**config.mk**
```make
export PLATFORM = sky130hd
export DESIGN_NAME = fetch_ctrl_flat
export DESIGN_NICKNAME = d
export VERILOG_FILES = /design/src/rtl/fetch_ctrl_pkg.sv /design/src/rtl/fetch_ctrl_if.sv /design/src/rtl/fetch_ctrl.sv /design/src/flat_wrapper.sv
export SDC_FILE = /design/constraint.sdc
export NUM_CORES = 1
export LEC_CHECK = 0
export ABC_AREA = 1
export BUFFER_PORTS_ARGS = -buffer_cell sky130_fd_sc_hd__clkbuf_2
export CAP_MARGIN = 10
export CORE_AREA = 5 5 170 172
export CTS_CLUSTER_DIAMETER = 200
export DETAILED_ROUTE_END_ITERATION = 12
export DIE_AREA = 0 0 175 177
export PLACE_DENSITY_LB_ADDON = 0.12
export SLEW_MARGIN = 20
export SYNTH_ARGS = -nofsm -noshare
export SYNTH_HDL_FRONTEND = slang
export SYNTH_SLANG_ARGS = --single-unit
```
**constraint.sdc**
```tcl
create_clock -name clk -period 4.51 [get_ports clk]
set_input_delay 0.6765 -clock clk [delete_from_list [all_inputs] [get_ports clk]]
set_output_delay 0.6765 -clock clk [all_outputs]
set_load 0.01 [all_outputs]
```
**src/rtl/fetch_ctrl_pkg.sv**
```systemverilog
`ifndef FETCH_CTRL_PKG_SV
`define FETCH_CTRL_PKG_SV
`default_nettype none
// +--------------------------------------------------------------+
// | fetch_ctrl_pkg : cpu-wide fetch defaults  (rev 1.0)           |
// +--------------------------------------------------------------+
package fetch_ctrl_pkg;
  localparam int unsigned DEF_ADDR_W   = 32;
  localparam logic [31:0] DEF_RESET_PC = 32'h0000_0000;
  localparam int unsigned INST_W       = 32;
endpackage
`default_nettype wire
`endif

```
**src/rtl/fetch_ctrl_if.sv**
```systemverilog
`default_nettype none
// +--------------------------------------------------------------+
// | fetch_ctrl_if : imem / decode / redirect bundle  (rev 1.0)    |
// +--------------------------------------------------------------+
interface fetch_ctrl_if
  import fetch_ctrl_pkg::*;
#(
  parameter int unsigned ADDR_W = DEF_ADDR_W
);
  logic [ADDR_W-1:0] imem_addr;
  logic [INST_W-1:0] imem_data;
  logic              inst_valid;
  logic              inst_ready;
  logic [INST_W-1:0] inst_out;
  logic [ADDR_W-1:0] inst_pc;
  logic              redirect_valid;
  logic [ADDR_W-1:0] redirect_pc;
  logic              halt;
  logic              busy;

  modport master (
    output imem_addr,
    input  imem_data,
    output inst_valid,
    input  inst_ready,
    output inst_out,
    output inst_pc,
    input  redirect_valid,
    input  redirect_pc,
    input  halt,
    output busy
  );

  modport slave (
    input  imem_addr,
    output imem_data,
    input  inst_valid,
    output inst_ready,
    input  inst_out,
    input  inst_pc,
    output redirect_valid,
    output redirect_pc,
    output halt,
    input  busy
  );
endinterface
`default_nettype wire

```
**src/rtl/fetch_ctrl.sv**
```systemverilog
`default_nettype none
// +--------------------------------------------------------------+
// | fetch_ctrl : PC sequencer with replay and redirect flush      |
// | rev 1.0                                                       |
// +--------------------------------------------------------------+
module fetch_ctrl
  import fetch_ctrl_pkg::*;
#(
  parameter int unsigned       ADDR_W   = DEF_ADDR_W,
  parameter logic [ADDR_W-1:0] RESET_PC = ADDR_W'(DEF_RESET_PC)
) (
  input  wire logic    clk,
  input  wire logic    rst,
  fetch_ctrl_if.master bus
);

  logic [ADDR_W-1:0] fetch_pc_q,   fetch_pc_d;
  logic              pend_q,       pend_d;
  logic [ADDR_W-1:0] pend_pc_q,    pend_pc_d;
  logic              inst_valid_q, inst_valid_d;
  logic [INST_W-1:0] inst_out_q,   inst_out_d;
  logic [ADDR_W-1:0] inst_pc_q,    inst_pc_d;
  logic              w_accept;

  assign w_accept = pend_q && (!inst_valid_q || bus.inst_ready);

  // A blocked word keeps its address on the bus so memory re-presents it.
  assign bus.imem_addr  = (pend_q && !w_accept) ? pend_pc_q : fetch_pc_q;
  assign bus.inst_valid = inst_valid_q;
  assign bus.inst_out   = inst_out_q;
  assign bus.inst_pc    = inst_pc_q;
  assign bus.busy       = pend_q || inst_valid_q;

  always_comb begin
    fetch_pc_d   = fetch_pc_q;
    pend_d       = pend_q;
    pend_pc_d    = pend_pc_q;
    inst_valid_d = inst_valid_q;
    inst_out_d   = inst_out_q;
    inst_pc_d    = inst_pc_q;
    if (bus.redirect_valid) begin
      fetch_pc_d   = bus.redirect_pc;
      pend_d       = 1'b0;
      inst_valid_d = 1'b0;
    end else begin
      if (w_accept) begin
        inst_valid_d = 1'b1;
        inst_out_d   = bus.imem_data;
        inst_pc_d    = pend_pc_q;
      end else if (inst_valid_q && bus.inst_ready) begin
        inst_valid_d = 1'b0;
      end

      if (pend_q && !w_accept) begin
        pend_d = 1'b1;
      end else if (!bus.halt) begin
        pend_d     = 1'b1;
        pend_pc_d  = fetch_pc_q;
        fetch_pc_d = fetch_pc_q + 1'b1;
      end else begin
        pend_d = 1'b0;
      end
    end
  end

  always_ff @(posedge clk or posedge rst) begin
    if (rst) begin
      fetch_pc_q   <= RESET_PC;
      pend_q       <= 1'b0;
      pend_pc_q    <= '0;
      inst_valid_q <= 1'b0;
      inst_out_q   <= '0;
      inst_pc_q    <= '0;
    end else begin
      fetch_pc_q   <= fetch_pc_d;
      pend_q       <= pend_d;
      pend_pc_q    <= pend_pc_d;
      inst_valid_q <= inst_valid_d;
      inst_out_q   <= inst_out_d;
      inst_pc_q    <= inst_pc_d;
    end
  end

endmodule
`default_nettype wire

```
**src/flat_wrapper.sv**
```systemverilog
// flat-port wrapper written by rule: the top's interface ports become plain ports
module fetch_ctrl_flat import fetch_ctrl_pkg::*;
#(
  parameter int unsigned       ADDR_W   = DEF_ADDR_W,
  parameter logic [ADDR_W-1:0] RESET_PC = ADDR_W'(DEF_RESET_PC)
)
  (clk, rst, bus_imem_addr, bus_imem_data, bus_inst_valid, bus_inst_ready, bus_inst_out, bus_inst_pc, bus_redirect_valid, bus_redirect_pc, bus_halt, bus_busy);
  fetch_ctrl_if #(.ADDR_W(ADDR_W)) bus_i ();
  input  wire logic clk;
  input  wire logic rst;
  output wire logic [$bits(bus_i.imem_addr)-1:0] bus_imem_addr;
  input wire logic [$bits(bus_i.imem_data)-1:0] bus_imem_data;
  output wire logic [$bits(bus_i.inst_valid)-1:0] bus_inst_valid;
  input wire logic [$bits(bus_i.inst_ready)-1:0] bus_inst_ready;
  output wire logic [$bits(bus_i.inst_out)-1:0] bus_inst_out;
  output wire logic [$bits(bus_i.inst_pc)-1:0] bus_inst_pc;
  input wire logic [$bits(bus_i.redirect_valid)-1:0] bus_redirect_valid;
  input wire logic [$bits(bus_i.redirect_pc)-1:0] bus_redirect_pc;
  input wire logic [$bits(bus_i.halt)-1:0] bus_halt;
  output wire logic [$bits(bus_i.busy)-1:0] bus_busy;
  assign bus_imem_addr = bus_i.imem_addr;
  assign bus_i.imem_data = bus_imem_data;
  assign bus_inst_valid = bus_i.inst_valid;
  assign bus_i.inst_ready = bus_inst_ready;
  assign bus_inst_out = bus_i.inst_out;
  assign bus_inst_pc = bus_i.inst_pc;
  assign bus_i.redirect_valid = bus_redirect_valid;
  assign bus_i.redirect_pc = bus_redirect_pc;
  assign bus_i.halt = bus_halt;
  assign bus_busy = bus_i.busy;
  fetch_ctrl #(.ADDR_W(ADDR_W), .RESET_PC(RESET_PC)) u_core (.clk(clk), .rst(rst), .bus(bus_i));
endmodule
```
# ---- Yosys cells after proc, flatten, opt, wreduce, memory -nomap -nowiden
# Cells that the tools add are included.
dict set report totals {
  input_bits 69
  out_inout_bits 98
  latchBits 0
  memories 0
  word_cells 33
  rom_bits 0
  ram_bits 0
  reg_bits 130
}
dict set report op_classes {
  n_addsub 1
  div 0
  reduce_logical 11
  multipliers 0
  magnitude_cmp 0
  n_bitwise 3
  n_eq_ne 2
  mux 10
  n_shift 0
}
# op count
set op_table {}
lappend op_table {{32-bit two-way mux} 4}
lappend op_table {{32-bit by 1-bit adder with 32-bit output, second input constant} 1}
lappend op_table {{1-bit two-way mux} 6}
lappend op_table {{2-bit inequality test, second input constant} 2}
lappend op_table {{2-bit AND reduction} 2}
lappend op_table {{1-bit logical AND} 3}
lappend op_table {{1-bit NOT} 3}
lappend op_table {{3-bit AND reduction} 1}
lappend op_table {{3-bit nonzero test} 1}
lappend op_table {{1-bit zero test} 2}
lappend op_table {{1-bit logical OR} 2}

# ---- Longest topological paths before layout
# Gate-level depths: netlist of the first run.
dict set report logic_depth {
  ltp_word 7
  ltp_mapped 10
  ltp_nobuf 10
}

# ---- Worst setup path before layout of the first run
# Ideal clock, no wire load.
dict set report synth_path {
  kind {input -> output}
  startpoint {in bus_inst_ready}
  endpoint {out bus_imem_addr[10]}
  slack_ns 2.332
  arrival_ns 1.501
  path_stages 5
  n_path_buf 2
  required_ns 3.833
  cell_sequence {nor2_2 > nand2_2 > buf_2 > clkbuf_1 > o21ai_0}
}
dict set report synth_between {
  elab_chain_cells 5
}
# item line_no
set synth_lines {}
lappend synth_lines {{from (decl)} flat_wrapper.sv:14} ;# input wire logic [$bits(bus_i.inst_ready)-1:0] bus_inst_ready;
lappend synth_lines {{1-bit logical OR} fetch_ctrl.sv:25} ;# assign w_accept = pend_q && (!inst_valid_q || bus.inst_ready);
lappend synth_lines {{1-bit logical AND} fetch_ctrl.sv:25}
lappend synth_lines {{1-bit zero test} fetch_ctrl.sv:28} ;# assign bus.imem_addr = (pend_q && !w_accept) ? pend_pc_q : fetch_pc_q;
lappend synth_lines {{1-bit logical AND} fetch_ctrl.sv:28}
lappend synth_lines {{32-bit two-way mux} fetch_ctrl.sv:28}
lappend synth_lines {{to (decl)} flat_wrapper.sv:11} ;# output wire logic [$bits(bus_i.imem_addr)-1:0] bus_imem_addr;
# Every way passes these cells.

# ---- Final worst setup path of the first run
dict set report layout_path {
  startpoint {reg u_core.inst_valid_q (netlist: u_core.bus.inst_valid)}
  endpoint {out bus_imem_addr[31]}
}
dict set report layout_between {
  elab_chain_cells 6
}
# item line_no
set layout_lines {}
lappend layout_lines {{from (decl)} fetch_ctrl.sv:20} ;# logic inst_valid_q, inst_valid_d;
lappend layout_lines {{from (signal assigned)} fetch_ctrl.sv:78} ;# inst_valid_q <= inst_valid_d;
lappend layout_lines {{1-bit zero test} fetch_ctrl.sv:25}
lappend layout_lines {{1-bit logical OR} fetch_ctrl.sv:25}
lappend layout_lines {{1-bit logical AND} fetch_ctrl.sv:25}
lappend layout_lines {{1-bit zero test} fetch_ctrl.sv:28}
lappend layout_lines {{1-bit logical AND} fetch_ctrl.sv:28}
lappend layout_lines {{32-bit two-way mux} fetch_ctrl.sv:28}
# Every way passes these cells.

==> impl_metrics.json, run 1 <==
{
  "finalCritPeriodShare": 0.645,
  "synth-seq-cells": 130,
  "synth_ff_type": "dfrtp_1",
  "finalCriticalPeriod_ns": 2.91,
  "grt_max_degree": 84,
  "power_frac_seq": 0.415,
  "synth_edf_count": 0,
  "grt_pass1_vias": 5559,
  "synth_compound_area_frac": 0.109,
  "netSwitchingFraction": 0.307,
  "yosys.area_share.simple": 0.242,
  "p_clk_frac": 0.391,
  "crit_buf_inv": 3,
  "synth_top_area_frac": 0.507,
  "grt_pass1_wl_um": 32500,
  "final-seq-area_sq_um": 3250,
  "max_slew.worst_pin.slew_ns": 0.787,
  "critPathMaxStageDelay_ns": 0.54,
  "synth_xor_area_frac": 0.00546,
  "antenna_cells": 0,
  "io_buffers": 166,
  "vias_per_cell": 4.28,
  "rsz0062_at_grt": "false",
  "p_leak_nw": 4.07,
  "clock-sinks": 130,
  "p_per_area_nw_per_um2": 446,
  "finalSetupViolations": 0,
  "cts_tree": "done",
  "fill_cells": 2996,
  "yosysTopAreaCell": "dfrtp_1",
  "antenna_found_initial": 0,
  "rr_worst_depth": 8,
  "crit_type": "reg2out",
  "cp.arrival_ns": 2.23,
  "initial_core_util": 0.235,
  "synth_area_per_cell_sq_um": 8.25,
  "yosys_warnings": 0,
  "dp_hpwl_um": 14700,
  "cts.clk_slew.worst_paths_ns": 0.06,
  "synth-seq-area-share": 0.507,
  "drive_gt1_frac": 0.279,
  "via_count": 5538,
  "cts_buffers": 17,
  "worstSetupPathDepth": 7,
  "insertion_delay_ns": 0.42,
  "slowest_stage": "nand2_2",
  "root_buffer": "clkbuf_16",
  "slew_headroom": 0.475,
  "die_w_um": 175,
  "final_cell_mix": "nand2_1, clkbuf_2, dfrtp_1",
  "hold_path.class": "in2async",
  "gp_congestion": 0.803,
  "ios": 167,
  "vdd_drop_max_mv": 0.230,
  "synth.area.top_cells": "dfrtp_1, nand2_1, o21ai_0",
  "cts_buffer_depth": 2,
  "htree_levels": 4,
  "synth_nets": 848,
  "dieArea_sq_um": 31000,
  "comb_power_share": 0.194,
  "cap_violations": 0,
  "cts_setup_buffers": 0,
  "wl_um": 20300,
  "maxSlewViolCount": 0,
  "rows": 61,
  "muxShareOfSynthArea": 0.0562,
  "fmax_ghz": 0.344,
  "worst_hold_slack_ns": 0.406,
  "hold_viol_final": 0,
  "crit_family": "buffers and inverters",
  "p_int_mw": 2.53,
  "layout_commonest_cell": "nand2_1",
  "grt_usage": 0.134,
  "fin_nets": 1006,
  "avgRoutedWirePerCell_um": 15.7,
  "grt_overflow": 0,
  "synth_top_family_by_area": "simple AND/OR/NAND/NOR gates",
  "drc": 0,
  "async_flop_share": 1.00,
  "multi_input_area_sq_um": 2670,
  "synth_fa_ha_area_frac": 0.00195,
  "worst_clock_skew_ns": 0.00953,
  "status": "completed",
  "final_area_sq_um": 8170,
  "ant_nets": 0,
  "worstPathCellList": "inv_1 > nor2_2 > nand2_2 > buf_4 > nand2_1 > o21ai_0 > clkbuf_2",
  "ctsHoldBuffers": 0,
  "synth_cells": 778,
  "die_h_um": 177,
  "detail_route.first_pass.iterations": 5,
  "area_growth_pct": 27.3,
  "path_max_fanout": 39,
  "start_kind": "flip-flop",
  "p_switching_mw": 1.12,
  "syn_area_sq_um": 6420,
  "setup_tns_ns": 0,
  "drt-initial-drc-count": 261,
  "post_synth_num_cell_types": 34,
  "post_dp_cell_area_sq_um": 7570,
  "core-area_sq_um": 27300,
  "crit_path_end_kind": "primary output",
  "cp.required_ns": 3.83,
  "cts_resized": 0
}
[registers in the layout, summed over array words and instances (netlist names)]
name and cells:
u_core.pend_q 1, u_core.fetch_pc_q 32, u_core.bus.inst_valid 1, u_core.pend_pc_q 32, u_core.bus.inst_pc 32, u_core.bus.inst_out 32
[worst paths after layout]
check / start / slack, ns / endpoint
hold / removal: rst / 0.41 / u_core.bus.inst_out[18]$_DFFE_PP0P_
min in group clk: bus_redirect_pc[10] / 0.47 / u_core.fetch_pc_q[10]$_DFFE_PP0P_
hold reg to reg: u_core.pend_pc_q[27]$_DFFE_PP0P_ / 0.48 / u_core.pend_pc_q[27]$_DFFE_PP0P_
max in group asynchronous: rst / 3.24 / u_core.fetch_pc_q[8]$_DFFE_PP0P_
setup / recovery: u_core.bus.inst_valid$_DFFE_PP0P_ / 1.60 / bus_imem_addr[31]
setup reg to reg: u_core.bus.inst_valid$_DFFE_PP0P_ / 2.05 / u_core.fetch_pc_q[25]$_DFFE_PP0P_
[metal layers]
metal | part of all wire | GRT usage | wire length [um]
met1 | 0.49 | 0.189 | 9960
met2 | 0.45 | 0.208 | 9110
met3 | 0.053 | 0.0323 | 1070
met4 | 0.0099 | 0.0337 | 202
met5 | 0 | 0 | 0
[cells in the mapped netlist, types with 7 or more instances]
master / instances
nand3_1: 36
nor2_4: 7
clkbuf_1: 8
buf_2: 20
nand2_1: 226
inv_1: 81
nor2_1: 62
a21oi_1: 18
mux2_2: 32
o21ai_0: 99
dfrtp_1: 130
[final cells by class]
class | instances | share of cell area
Timing Repair Buffer | 173 | 0.110
Clock inverter | 14 | 0.0201
Multi-Input combinational cell | 529 | 0.327
Clock buffer | 18 | 0.0525
Inverter | 85 | 0.0397
Sequential cell | 130 | 0.398
Tap cell | 346 | 0.0530
[cells by family after synthesis]
| kind of cell | after synthesis |
|---|---|
| buffers and inverters | 119 |
| adder cells (fa/ha/maj) | 1 |
| AND/OR/NAND/NOR | 358 |
| flip-flops | 130 |
| AO/OA/AOI/OAI | 134 |
| multiplexers | 32 |
| XOR/XNOR | 4 |
[worst reg2reg max path: cells and delay by family (launching register included)]
| family | cells | cell delay (ns) |
|---|---|---|
| and+or+nand+nor | 6 | 1.53 |
| buffers and inverters | 2 | 0.49 |
| DFF | 1 | 0.37 |
[power groups by stage]
stage	logic [mW]	clock network (mW)	registers, mW
2_1_floorplan	0.362	0	1.57
3_3_place_gp	0.729	0	1.53
3_5_place_dp	0.727	0	1.54
4_1_cts	0.730	1.47	1.52
5_1_grt	0.808	1.51	1.55
6_report	0.708	1.43	1.51
[stage by stage]
stage	setup slack (ns)	utilization	std cells	power, mW
after floorplan	0.364	-	778	1.93
after detailed placement	1.64	0.277	1263	2.26
after global routing	1.34	0.299	1295	3.87
final	1.60	0.299	1295	3.64
after CTS	1.52	0.299	1295	3.72
after global placement	1.63	0.277	1263	2.26
(Power assumes the default switching activity.)
==> run 2, diff against run 1 <==
==> constraint.sdc (replaced) <==
create_clock -name clk -period 2.77 [get_ports clk]
set_input_delay 0.4155 -clock clk [delete_from_list [all_inputs] [get_ports clk]]
set_output_delay 0.4155 -clock clk [all_outputs]
set_load 0.01 [all_outputs]
==> run 2 against run 1 <==
  * Clock power increased by 67%
  * Wire length hardly changed
  * Sequential power increased by 63%
  * First-iteration DRC count is 6.5% lower
  * Total power up 65%
  * Critical path type unchanged
  * Critical endpoint is now bus_imem_addr[19]
==> impl_metrics.json, run 2 (synthesis gave the netlist of run 1 again) <==
{
  "clock-sinks": 130,
  "die_h_um": 177,
  "max_slew.worst_pin.slew_ns": 0.644,
  "worst_clock_skew_ns": 0.0182,
  "path_max_fanout": 19,
  "maxSlewViolCount": 0,
  "grt_overflow": 0,
  "rows": 61,
  "cts_setup_buffers": 0,
  "hold_depth": 3,
  "cts_resized": 0,
  "cts_buffers": 17,
  "p_int_mw": 4.16,
  "ios": 167,
  "final_area_sq_um": 8270,
  "slew_headroom": 0.571,
  "power_frac_seq": 0.409,
  "crit_family": "buffers and inverters",
  "htree_levels": 4,
  "rr_worst_depth": 10,
  "hold_path.class": "in2reg",
  "wl_um": 20300,
  "p_switching_mw": 1.85,
  "die_w_um": 175,
  "finalCritPeriodShare": 0.794,
  "crit_buf_inv": 3,
  "io_buffers": 166,
  "fin_nets": 1016,
  "start_kind": "flip-flop",
  "worstPathCellList": "inv_1 > nor2_2 > nand2_2 > buf_4 > o21ai_0 > clkbuf_2",
  "worst_hold_slack_ns": 0.216,
  "finalSetupViolations": 0,
  "crit_type": "reg2out",
  "grt_pass1_wl_um": 32900,
  "cap_violations": 0,
  "finalCriticalPeriod_ns": 2.20,
  "p_per_area_nw_per_um2": 728,
  "critPathMaxStageDelay_ns": 0.34,
  "netSwitchingFraction": 0.308,
  "area_growth_pct": 28.9,
  "antenna_cells": 0,
  "cts_buffer_depth": 2,
  "drive_gt1_frac": 0.287,
  "gp_congestion": 0.749,
  "vdd_drop_max_mv": 0.318,
  "cp.required_ns": 2.35,
  "rsz0062_at_grt": "false",
  "ant_nets": 0,
  "final_util": 0.303,
  "drc": 0,
  "slowest_stage": "dfrtp_1",
  "core-area_sq_um": 27300,
  "detail_route.first_pass.iterations": 5,
  "fmax_ghz": 0.454,
  "stdcell_count": 1305,
  "comb_power_share": 0.193,
  "drt-initial-drc-count": 244,
  "p_leak_nw": 4.11,
  "grt_pass1_vias": 5662,
  "antenna_found_initial": 0,
  "vias_per_cell": 4.27,
  "cts_tree": "done",
  "grt_max_degree": 47,
  "post_dp_cell_area_sq_um": 7640,
  "dp_hpwl_um": 15300,
  "status": "completed",
  "cts.clk_slew.worst_paths_ns": 0.07,
  "grt_usage": 0.135,
  "dieArea_sq_um": 31000,
  "dp_cells": 1272,
  "crit_path_end_kind": "primary output",
  "root_buffer": "clkbuf_16",
  "initial_core_util": 0.235,
  "final_cell_mix": "nand2_1, clkbuf_2, dfrtp_1",
  "hold_viol_final": 0,
  "cp.arrival_ns": 1.78,
  "worstSetupPathDepth": 6,
  "insertion_delay_ns": 0.42,
  "setup_tns_ns": 0,
  "via_count": 5567,
  "avgRoutedWirePerCell_um": 15.6,
  "p_clk_frac": 0.398,
  "layout_commonest_cell": "nand2_1",
  "ctsHoldBuffers": 1
}
run 2: changes by cell type in the layout (fill, tap and decap cells not counted), sizes merged:
| cell | change |
|---|---|
| buf | +9 |
| dlygate4sd3 | +1 |
| clkinv | -4 |
| inv | +2 |
| clkinvlp | +2 |
run 2: metrics by stage:
| step | setup slack, ns | power, mW |
|---|---|---|
| 2_1_floorplan | 0.745 | 3.14 |
| 3_3_place_gp | 0.739 | 3.69 |
| 3_5_place_dp | 0.739 | 3.70 |
| 4_1_cts | 0.445 | 6.14 |
| 5_1_grt | 0.374 | 6.39 |
| 6_report | 0.570 | 6.02 |
run 2: tightest hold or removal path, stage by stage:
cell      delay (ns)
clkbuf_2        0.08
nand2_1         0.04
nand3_1         0.07
run 2: final cells by class:
type	count	area [sq um]
clock buffers	18	439
flip-flops and latches	130	3250
multi-input cells	529	2670
clock inverters	14	178
well taps	346	433
inverters	85	323
fillers	3029	19100
repair buffers	183	973
run 2: layer usage:
layer	GRT usage	part of all wire
met4	0.0350	0.011
met5	0	0
met3	0.0305	0.047
met1	0.188	0.49
met2	0.213	0.45
run 2: worst paths after layout:
check | startpoint | end | slack (ns)
max in group asynchronous | rst | u_core.fetch_pc_q[18]$_DFFE_PP0P_ | 1.49
worst max-delay path | u_core.bus.inst_valid$_DFFE_PP0P_ | bus_imem_addr[19] | 0.57
worst min-delay path | bus_redirect_pc[14] | u_core.fetch_pc_q[14]$_DFFE_PP0P_ | 0.22
worst max register to register | u_core.bus.inst_valid$_DFFE_PP0P_ | u_core.fetch_pc_q[9]$_DFFE_PP0P_ | 1.03
min in group asynchronous | rst | u_core.fetch_pc_q[4]$_DFFE_PP0P_ | 0.45
worst min register to register | u_core.pend_pc_q[4]$_DFFE_PP0P_ | u_core.pend_pc_q[4]$_DFFE_PP0P_ | 0.48
run 2: power groups by stage:
stage	logic [mW]	clock network [mW]	registers, mW
floorplan	0.590	0	2.55
CTS	1.20	2.48	2.47
global route	1.32	2.55	2.51
global placement	1.20	0	2.50
finish	1.16	2.39	2.46
detailed placement	1.19	0	2.50
==> run 3, diff against run 2 <==
--- a/config.mk
+++ b/config.mk
@@ -5,13 +5,13 @@
 export SDC_FILE = /design/constraint.sdc
 export NUM_CORES = 1
 export LEC_CHECK = 0
-export ABC_AREA = 1
+export ABC_AREA = 0
 export BUFFER_PORTS_ARGS = -buffer_cell sky130_fd_sc_hd__clkbuf_2
 export CAP_MARGIN = 10
-export CORE_AREA = 5 5 170 172
+export CORE_AREA = 5 5 164 166
 export CTS_CLUSTER_DIAMETER = 200
 export DETAILED_ROUTE_END_ITERATION = 12
-export DIE_AREA = 0 0 175 177
+export DIE_AREA = 0 0 169 171
 export PLACE_DENSITY_LB_ADDON = 0.12
 export SLEW_MARGIN = 20
 export SYNTH_ARGS = -nofsm -noshare
==> constraint.sdc (replaced) <==
create_clock -name clk -period 2 [get_ports clk]
set_input_delay 0.3 -clock clk [delete_from_list [all_inputs] [get_ports clk]]
set_output_delay 0.3 -clock clk [all_outputs]
set_load 0.01 [all_outputs]
==> run 3 against run 2 <==
  * Critical path depth fell by 2
  * First-iteration DRC count is 15% lower
  * Sequential power rose by 43%
  * Clock power up 44%
  * Worst hold slack got worse by 0.11 ns
  * Die area decreased by 6.7%
  * Via count is 15% lower
  * Critical path type unchanged
  * Largest power group unchanged
  * Highest routed layer unchanged
==> impl_metrics.json, run 3 <==
{
  "slew_headroom": 0.703,
  "synth_area_per_cell_sq_um": 11.2,
  "synth_ff_type": "dfrtp_1",
  "syn_area_sq_um": 5990,
  "insertion_delay_ns": 0.41,
  "grt_overflow": 0,
  "yosys_warnings": 0,
  "synth.most_common_cell": "dfrtp_1",
  "stdcell_count": 1070,
  "wl_um": 17700,
  "die_h_um": 171,
  "fmax_ghz": 0.526,
  "synth.top_cells.by_count": "dfrtp_1, nand2_1, mux2_2",
  "cts_tree": "done",
  "htree_levels": 4,
  "status": "completed",
  "antenna_cells": 0,
  "power_frac_seq": 0.407,
  "synth_edf_count": 0,
  "area_growth_pct": 35.3,
  "rsz0062_at_grt": "false",
  "place_ws_ns": 0.0865,
  "final_area_sq_um": 8100,
  "synth_top_area_frac": 0.543,
  "synth-seq-cells": 130,
  "layout_commonest_cell": "clkbuf_2",
  "post_synth_num_cell_types": 45,
  "comb_power_share": 0.197,
  "max_slew.worst_pin.slew_ns": 0.446,
  "path_max_fanout": 19,
  "hold_path.class": "in2reg",
  "grt_max_degree": 75,
  "cts.clk_slew.worst_paths_ns": 0.06,
  "finalSetupViolations": 0,
  "cts_buffer_depth": 2,
  "antenna_found_initial": 0,
  "post_dp_cell_area_sq_um": 7400,
  "detail_route.first_pass.iterations": 4,
  "setup_ws_ns": 0.0977,
  "final_cell_mix": "clkbuf_2, dfrtp_1, nand2_1",
  "dp_cells": 1037,
  "rows": 59,
  "synth-seq-area-share": 0.543,
  "vdd_drop_max_mv": 0.521,
  "async_flop_share": 1.00,
  "drc": 0,
  "synth_cells": 536,
  "reg2reg_slack_ns": 0.11,
  "p_switching_mw": 2.40,
  "avgRoutedWirePerCell_um": 16.6,
  "drt-initial-drc-count": 208,
  "power.total_mw": 8.65,
  "maxSlewViolCount": 0,
  "clock-sinks": 130,
  "ant_nets": 0,
  "initial_core_util": 0.235,
  "hold_viol_final": 0,
  "drive_gt1_frac": 0.468,
  "vias_per_cell": 4.44,
  "p_per_area_nw_per_um2": 1070,
  "synth.area.top_cells": "dfrtp_1, mux2_2, nand2_1",
  "crit_type": "reg2out",
  "synth_nets": 606,
  "grt_usage": 0.123,
  "ios": 167,
  "cp.arrival_ns": 1.60,
  "io_buffers": 166,
  "dieArea_sq_um": 28900,
  "finalCritPeriodShare": 0.951,
  "yosysTopAreaCell": "dfrtp_1",
  "finalCriticalPeriod_ns": 1.90,
  "cts_buffers": 17,
  "cp.required_ns": 1.70,
  "p_clk_frac": 0.397,
  "worst_clock_skew_ns": 0.00931,
  "p_int_mw": 6.25,
  "die_w_um": 169,
  "dp_hpwl_um": 12700,
  "netSwitchingFraction": 0.277,
  "crit_path_end_kind": "primary output",
  "fin_nets": 793,
  "root_buffer": "clkbuf_16",
  "grt_pass1_wl_um": 27900,
  "start_kind": "flip-flop",
  "cap_violations": 0,
  "via_count": 4755,
  "p_leak_nw": 3.70,
  "gp_congestion": 0.751,
  "core-area_sq_um": 25500,
  "grt_pass1_vias": 4888
}
run 3: cell count changes after synthesis, moves of 16 or more:
cell	previous run	this run
nand2_1	226	114
nand3_1	36	15
o21ai_0	99	12
or4_1	0	19
a21oi_1	18	1
buf_2	20	3
clkbuf_1	8	24
mux2_2	32	96
inv_1	81	3
nor2_1	62	19
run 3: worst paths after layout:
path                                                  endpoint  depth (start not counted)                                start
hold / removal               u_core.fetch_pc_q[12]$_DFFE_PP0P_                          3                  bus_redirect_pc[12]
hold reg to reg            u_core.bus.inst_out[26]$_DFFE_PP0P_                          1  u_core.bus.inst_out[26]$_DFFE_PP0P_
setup / recovery                             bus_imem_addr[18]                          4    u_core.bus.inst_valid$_DFFE_PP0P_
setup reg to reg             u_core.fetch_pc_q[20]$_DFFE_PP0P_                          6     u_core.fetch_pc_q[0]$_DFFE_PP0P_
min in group asynchronous  u_core.bus.inst_out[28]$_DFFE_PP0P_                          3                                  rst
max in group asynchronous    u_core.fetch_pc_q[17]$_DFFE_PP0P_                          4                                  rst
run 3: power groups by stage:
stage               clock network, mW  registers [mW]  logic [mW]
floorplan                           0            3.69       0.779
global placement                    0            3.55        1.73
detailed placement                  0            3.57        1.74
CTS                              3.54            3.53        1.75
global route                     3.65            3.60        1.88
finish                           3.43            3.52        1.70
run 3: critical path, stage by stage (launching register included):
cell and delay (ns):
dfrtp_1 0.41, and3b_2 0.28, buf_12 0.17, o21ai_1 0.15
clkbuf_2 0.16
run 3: cell type report:
cell class | count | area [sq um]
repair buffers | 202 | 1210
multi-input cells | 368 | 2560
flip-flops and latches | 130 | 3260
clock inverters | 14 | 214
inverters | 4 | 18.8
fillers | 2644 | 17400
well taps | 335 | 419
clock buffers | 17 | 425
run 3: logic make-up (layout without fill, tap and decap cells):
| family | count (synthesis) | count (layout) | share of synthesized area |
|---|---|---|---|
| buffers and inverters | 38 | 237 | 0.0314 |
| xor gates and xnor gates | 8 | 8 | 0.0117 |
| DFF | 130 | 130 | 0.543 |
| and+or+nand+nor | 210 | 210 | 0.172 |
| muxes | 97 | 97 | 0.182 |
| adders and majority gates | 1 | 1 | 0.00209 |
| AOI/OAI and AO/OA | 52 | 52 | 0.0575 |
run 3: through the flow:
stage / utilization / hold slack [ns] / setup TNS [ns]
after floorplan: - / 0.387 / 0
final: 0.318 / 0.102 / 0
after global routing: 0.318 / 0.0923 / 0
after global placement: 0.290 / 0.232 / 0
after detailed placement: 0.290 / 0.233 / 0
after CTS: 0.316 / 0.0883 / -0.0309
run 3: repair_timing:
item,CTS,global route
setup endpoints to repair,32,34
cloned,0,0
pin swaps,0,1
resized for setup,4,12
hold buffers,1,0
setup buffers,0,1
endpoints found under the hold margin,5,0
run 3: routing by layer:
metal / GRT usage / vias up / wire [um]
met2: 0.211 / 92 / 9150
met3: 0.0280 / 10 / 654
li1: - / 2286 / -
met5: 0 / - / 0
met4: 0.0315 / 0 / 171
met1: 0.157 / 2367 / 7740
